File: src/rtl/count_monitor.sv
// Receive-side checker for an up/down counter stream: predicts each sample from
// the previous one, locks after LOCK_N clean predictions, then flags mismatches and wraps.
module count_monitor #(
    parameter int bits   = 4,
    parameter int ERR_W  = 8,
    parameter int LOCK_N = 2
) (
    input  logic             clk,
    input  logic             rst,
    input  logic             select,
    input  logic [bits-1:0]  count,
    output logic             locked,
    output logic             mismatch,
    output logic             wrap,
    output logic [ERR_W-1:0] err_count,
    output logic [ERR_W-1:0] wrap_count,
    output logic             dir
);

    typedef enum logic [1:0] {IDLE, SYNC, LOCKED} state_t;

    localparam logic [3:0]       LOCK_V   = 4'(LOCK_N);
    localparam logic [bits-1:0]  ONE_C    = bits'(1);
    localparam logic [ERR_W-1:0] ONE_E    = ERR_W'(1);

    state_t          state, state_nxt;
    logic [3:0]      match_cnt, match_nxt;
    logic [bits-1:0] prev_count, expected;
    logic            prev_sel;
    logic            hit, up_wrap, down_wrap;
    logic            mismatch_nxt, wrap_nxt;

    // The counter applies select at the edge it updates, so predict with the
    // select that was sampled alongside the previous count.
    assign expected  = prev_sel ? (prev_count - ONE_C) : (prev_count + ONE_C);
    assign hit       = (count == expected);
    assign up_wrap   = !prev_sel && (prev_count == '1) && (count == '0);
    assign down_wrap =  prev_sel && (prev_count == '0) && (count == '1);

    always_comb begin
        state_nxt    = state;
        match_nxt    = match_cnt;
        mismatch_nxt = 1'b0;
        wrap_nxt     = 1'b0;
        case (state)
            IDLE: begin
                state_nxt = SYNC;
                match_nxt = '0;
            end
            SYNC: begin
                if (hit) begin
                    if (match_cnt + 4'd1 >= LOCK_V) begin
                        state_nxt = LOCKED;
                        match_nxt = '0;
                    end else begin
                        match_nxt = match_cnt + 4'd1;
                    end
                end else begin
                    match_nxt = '0;
                end
            end
            LOCKED: begin
                if (hit) begin
                    wrap_nxt = up_wrap || down_wrap;
                end else begin
                    mismatch_nxt = 1'b1;
                    state_nxt    = SYNC;
                    match_nxt    = '0;
                end
            end
            default: begin
                state_nxt = IDLE;
                match_nxt = '0;
            end
        endcase
    end

    always_ff @(posedge clk) begin
        if (rst) begin
            state      <= IDLE;
            match_cnt  <= '0;
            prev_count <= '0;
            prev_sel   <= 1'b0;
            dir        <= 1'b0;
            locked     <= 1'b0;
            mismatch   <= 1'b0;
            wrap       <= 1'b0;
            err_count  <= '0;
            wrap_count <= '0;
        end else begin
            state      <= state_nxt;
            match_cnt  <= match_nxt;
            prev_count <= count;
            prev_sel   <= select;
            dir        <= select;
            locked     <= (state_nxt == LOCKED);
            mismatch   <= mismatch_nxt;
            wrap       <= wrap_nxt;
            // Saturating counters hold at all-ones; the pulses still fire.
            if (mismatch_nxt && (err_count != '1))
                err_count <= err_count + ONE_E;
            if (wrap_nxt && (wrap_count != '1))
                wrap_count <= wrap_count + ONE_E;
        end
    end

endmodule

File: config.mk
export PLATFORM = sky130hd
export DESIGN_NAME = count_monitor
export DESIGN_NICKNAME = d
export VERILOG_FILES = /design/src/rtl/count_monitor.sv
export SDC_FILE = /design/constraint.sdc
export NUM_CORES = 1
export LEC_CHECK = 0
export ABC_CLOCK_PERIOD_IN_PS = 3800
export BUFFER_PORTS_ARGS = -buffer_cell sky130_fd_sc_hd__buf_2
export CELL_PAD_IN_SITES_DETAIL_PLACEMENT = 1
export CELL_PAD_IN_SITES_GLOBAL_PLACEMENT = 1
export CORE_MARGIN = 8
export CORE_UTILIZATION = 44
export DETAILED_ROUTE_END_ITERATION = 8
export GPL_ROUTABILITY_DRIVEN = 1
export PLACE_DENSITY_LB_ADDON = 0.1
export RECOVER_POWER = 25
export SETUP_SLACK_MARGIN = 0.1
export SYNTH_ARGS = -nofsm -noshare
export SYNTH_HDL_FRONTEND = slang
export SYNTH_SLANG_ARGS = --single-unit
File: constraint.sdc
create_clock -name clk -period 3.8 [get_ports clk]
set_input_delay 0.19 -clock clk [delete_from_list [all_inputs] [get_ports clk]]
set_output_delay 0.19 -clock clk [all_outputs]
set_load 0.02 [all_outputs]
==> results.md <==
Clocking:
- The number of buffers inserted to repair setup after CTS is 0.
- No sink is reached through more buffers than the 2 on the longest clock path.
- The number of H-tree branching levels is 2.
- TritonCTS built the clock tree.
- In this run, post-CTS repair resized a total of 0 instances.
- The later pin in the worst-skew pair is clocked with a latency of 0.34 ns.
- The cell at the root of the clock tree is sky130_fd_sc_hd__clkbuf_4.
- Clock tree synthesis found a total of 30 sinks.
- The number of buffers inserted for hold repair after clock tree synthesis is 0.
- The number of clock buffers added by TritonCTS is 5.
- After clock tree synthesis, the clock-pin slew on the worst setup and hold paths is 0.10 ns.

Worst setup path:
- The worst setup path is captured at a flip-flop.
- The required time of the worst setup path is between 4 and 5 ns.
- The kind of cell adding the most delay to the critical path is simple AND/OR/NAND/NOR gates.
- The critical path crosses 8 cells after its start point.
- The slowest stage of the critical path is the sky130_fd_sc_hd__or4_1 cell.
- Walking the worst path, the cells encountered are inv_1, fa_1, xnor2_1, xnor2_1, o2111a_2, nand2_4, or4_1, a21oi_1.
- In this run the worst path has a maximum fanout of 8.
- The element type at the critical path start is a flip-flop.
- At the worst endpoint, the arrival time is 2.74 ns.
- In this design, the critical path's most frequently occurring cell is sky130_fd_sc_hd__xnor2_1.
- The launching instance or port of the critical path is prev_sel.
- By startpoint and endpoint, the worst setup path is classified as flip-flop to flip-flop.
- The origin of the critical flop-to-flop path is prev_sel.
- Together, buffers and inverters on the worst path number 1.
- The number of cells on the worst reg-to-reg path is 8.
- The largest stage delay on the critical path is between 0.4 and 0.5 ns.

Floorplan:
- The region available for standard cell placement spans roughly 3300 um2.
- The die boundary height is around 75 um.
- Once the floorplan was initialized, standard cells occupied about 46% of the core.
- The site row count is 21.
- The count of pins on the block boundary is 27.
- The die is 74.5 um wide.
- The total die area is ~5600 um2.

Placed design:
- Summed over all nets, the half-perimeter wirelength after detailed placement is 2.79 mm.
- At the end of routability-driven placement, the weighted congestion stood at 0.796.
- Input and output buffers added on the ports amount to 26.

GRT:
- The global-route wire length before repair is about 6.5 mm.
- The via count of the first global-routing pass was around 1.4k.
- The global-route congestion overflow total is 0.
- Entering global routing, the biggest net connects 34 pins.
- Global routing consumed, over all layers together, approximately 15% of the routing resources.
- The initial antenna violation count is 0.

STA:
- The final critical delay including setup and external delays is around 2.5 ns.
- Setup repair after global routing left no endpoint under its margin.
- Setup violations remaining at the end of the flow were counted as 0.
- The period utilization is about 65%.
- The final number of hold-violating endpoints is 0.
- The setup TNS is 0 ns.
- Hold is met by between 0.07 and 0.08 ns.
- The relative slew slack is 7.85%.
- On the final layout, the worst clock skew is about 0.012 ns.
- Static timing analysis puts the maximum clock frequency at 402 MHz.
- At the pin with the least slew margin, the transition time is approximately 1.4 ns.
- The final max-slew violation count is 0.

Final layout:
- The antenna diode instance count is 0.
- The register area is 601 um2.
- Compared with the post-synthesis result, the final layout area differs by 13.9%.
- The final layout contains around 210 nets.
- The filler cell count is a little over 400.
- Measured on the finished design, the core utilization comes to just over 50%.
- The area of the multi-input gates is 857 um2.
- The fraction of final layout cells sized beyond drive strength 1 is between 15 and 20%.

Synthesis:
- After synthesis the netlist holds a flip-flop and latch count of 30.
- Synthesis handed over a netlist of between 150 and 200 instances.
- After synthesis, flip-flops and latches occupy about two fifths of the total area.
- Synthesis produced a netlist with a net count of 180.
- During synthesis, Yosys emitted a total of 0 warnings.
- After synthesis the cells add up to about 1500 um2.
- The synthesized netlist contains 43 unique library cells.
- The mean area per synthesized cell is 9.08 um2.

Drt:
- The detailed router placed about 1.3k vias in this run.
- The number of nets still failing antenna checks after routing is 0.
- The number of iterations in the first detailed-routing pass is 2.
- Using the TritonRoute via totals, the vias-per-cell ratio works out to roughly 5.4.
- The first routing iteration left 54 violations.
- For this run, design rule violations remaining after detail routing come to 0.
- For this block, the routed nets add up to between 3 and 4 mm of wire.
- The detail-routed net length per standard cell is roughly 15 um.

Min path:
- The critical hold path startpoint is select.
- The worst hold path passes through 2 cells.
- The worst hold path class is input port to flip-flop.

Power:
- The leakage power total is 0.000705 uW.
- VDD sags by at most between 0.00015 and 0.0002 V.
- For this design the ratio of total power to cell area is 341 nW/um2.

Job:
- The max capacitance violation total is 0.

Run status:
- The run finished with clean final reports.
[layer usage]
layer,up-vias,global-route usage [%],share of wire [%]
met4,0,7.83,1.5
met2,22,25.2,47
met1,620,17.2,47
li1,652,-,-
met3,5,4.04,4.3
met5,-,0,0
[cells by family after synthesis]
kind of cell / after synthesis / share of synthesized area, %
AOI/OAI and AO/OA: 26 / 11.1
DFF: 30 / 39.8
buffers and inverters: 10 / 3.32
xor gates and xnor gates: 11 / 6.89
and+or+nand+nor: 78 / 29.7
adders and majority gates: 7 / 6.31
muxes: 4 / 2.82
[report_power, final]
part           internal (uW)  switching (uW)
registers                318            4.45
logic                   21.2            33.1
clock network           88.9             121
[final timing paths]
check,end,slack [ns]
worst max-delay path,wrap_count[5],1.31
worst max register to register,wrap_count[5],1.31
worst min register to register,match_cnt[3],0.51
worst min-delay path,prev_sel,0.07
[flip-flops by register name, summed over array words and instances (netlist names)]
register	count
err_count	8
wrap_count	8
match_cnt	4
prev_count	4
state	2
locked	1
mismatch	1
prev_sel	1
wrap	1
[stage by stage]
stage | cells | setup slack, ns | total power (uW) | instance area, um2
2_1_floorplan | 166 | 1.37 | 371 | 1510
3_3_place_gp | 233 | 1.45 | 381 | 1660
3_5_place_dp | 233 | 1.35 | 384 | 1660
4_1_cts | 241 | 1.32 | 595 | 1730
5_1_grt | 241 | 1.07 | 613 | 1720
6_report | 241 | 1.31 | 587 | 1720
[cells in the final DEF (no fill, tap or decap), drive strengths merged, types with 2 or more instances in the layout]
| master | netlist | layout |
|---|---|---|
| nand4 | 4 | 4 |
| xnor2 | 7 | 7 |
| nor3 | 3 | 3 |
| dfxtp | 30 | 30 |
| a31oi | 3 | 3 |
| nand3 | 7 | 7 |
| inv | 5 | 5 |
| a21oi | 7 | 7 |
| or4b | 2 | 2 |
| nor2 | 14 | 14 |
| or3 | 3 | 3 |
| nand2 | 11 | 11 |
| nor2b | 10 | 10 |
| or2b | 2 | 2 |
| mux2 | 2 | 2 |
| clkbuf | 3 | 14 |
| o31ai | 3 | 3 |
| ha | 6 | 6 |
| xor2 | 4 | 4 |
| mux2i | 2 | 2 |
| o21ai | 6 | 6 |
| and3 | 7 | 7 |
| or4 | 2 | 2 |
| nor4 | 5 | 5 |
| buf | 1 | 18 |
| nand2b | 3 | 3 |
[worst register-to-register path: stages (launching register included)]
cell and delay (ns):
sky130_fd_sc_hd__dfxtp_1 0.44, sky130_fd_sc_hd__inv_1 0.12, sky130_fd_sc_hd__fa_1 0.44, sky130_fd_sc_hd__xnor2_1 0.20, sky130_fd_sc_hd__xnor2_1 0.18, sky130_fd_sc_hd__o2111a_2 0.30
sky130_fd_sc_hd__nand2_4 0.10, sky130_fd_sc_hd__or4_1 0.48, sky130_fd_sc_hd__a21oi_1 0.14
[final cells by class]
class / instances / area share, %
Sequential cell: 30 / 35.0
Multi-Input combinational cell: 126 / 49.9
Tap cell: 46 / 3.35
Clock buffer: 6 / 2.99
Timing Repair Buffer: 26 / 6.99
Clock inverter: 2 / 0.728
Inverter: 5 / 1.09
[cells in the mapped netlist]
cell type,count,area (um2)
sky130_fd_sc_hd__a21o_1,1,7.51
sky130_fd_sc_hd__a21oi_1,7,35.0
sky130_fd_sc_hd__a221oi_1,1,8.76
sky130_fd_sc_hd__a22oi_1,1,7.51
sky130_fd_sc_hd__a311oi_1,1,8.76
sky130_fd_sc_hd__a31oi_1,3,18.8
sky130_fd_sc_hd__and2_1,1,6.26
sky130_fd_sc_hd__and3_1,7,43.8
sky130_fd_sc_hd__and4_1,1,8.76
sky130_fd_sc_hd__and4b_1,1,10.0
sky130_fd_sc_hd__buf_6,1,11.3
sky130_fd_sc_hd__clkbuf_1,3,11.3
sky130_fd_sc_hd__dfxtp_1,30,601
sky130_fd_sc_hd__dlygate4sd1_1,1,8.76
sky130_fd_sc_hd__fa_1,1,20.0
sky130_fd_sc_hd__ha_1,6,75.1
sky130_fd_sc_hd__inv_1,5,18.8
sky130_fd_sc_hd__mux2_2,2,22.5
sky130_fd_sc_hd__mux2i_1,2,20.0
sky130_fd_sc_hd__nand2_1,10,37.5
sky130_fd_sc_hd__nand2_4,1,11.3
sky130_fd_sc_hd__nand2b_1,3,18.8
sky130_fd_sc_hd__nand3_1,7,35.0
sky130_fd_sc_hd__nand4_1,4,25.0
sky130_fd_sc_hd__nand4b_1,1,8.76
sky130_fd_sc_hd__nor2_1,14,52.6
sky130_fd_sc_hd__nor2b_1,10,62.6
sky130_fd_sc_hd__nor3_1,3,15.0
sky130_fd_sc_hd__nor4_1,4,25.0
sky130_fd_sc_hd__nor4_2,1,12.5
sky130_fd_sc_hd__o2111a_2,1,12.5
sky130_fd_sc_hd__o21a_1,1,7.51
sky130_fd_sc_hd__o21ai_0,6,30.0
sky130_fd_sc_hd__o31a_1,1,8.76
sky130_fd_sc_hd__o31ai_1,3,22.5
sky130_fd_sc_hd__or2_2,1,6.26
sky130_fd_sc_hd__or2b_1,2,15.0
sky130_fd_sc_hd__or3_1,3,18.8
sky130_fd_sc_hd__or4_1,2,15.0
sky130_fd_sc_hd__or4b_1,2,20.0
sky130_fd_sc_hd__xnor2_1,6,52.6
sky130_fd_sc_hd__xnor2_2,1,16.3
sky130_fd_sc_hd__xor2_1,4,35.0
No activity file was read; power rests on OpenSTA's default activity.
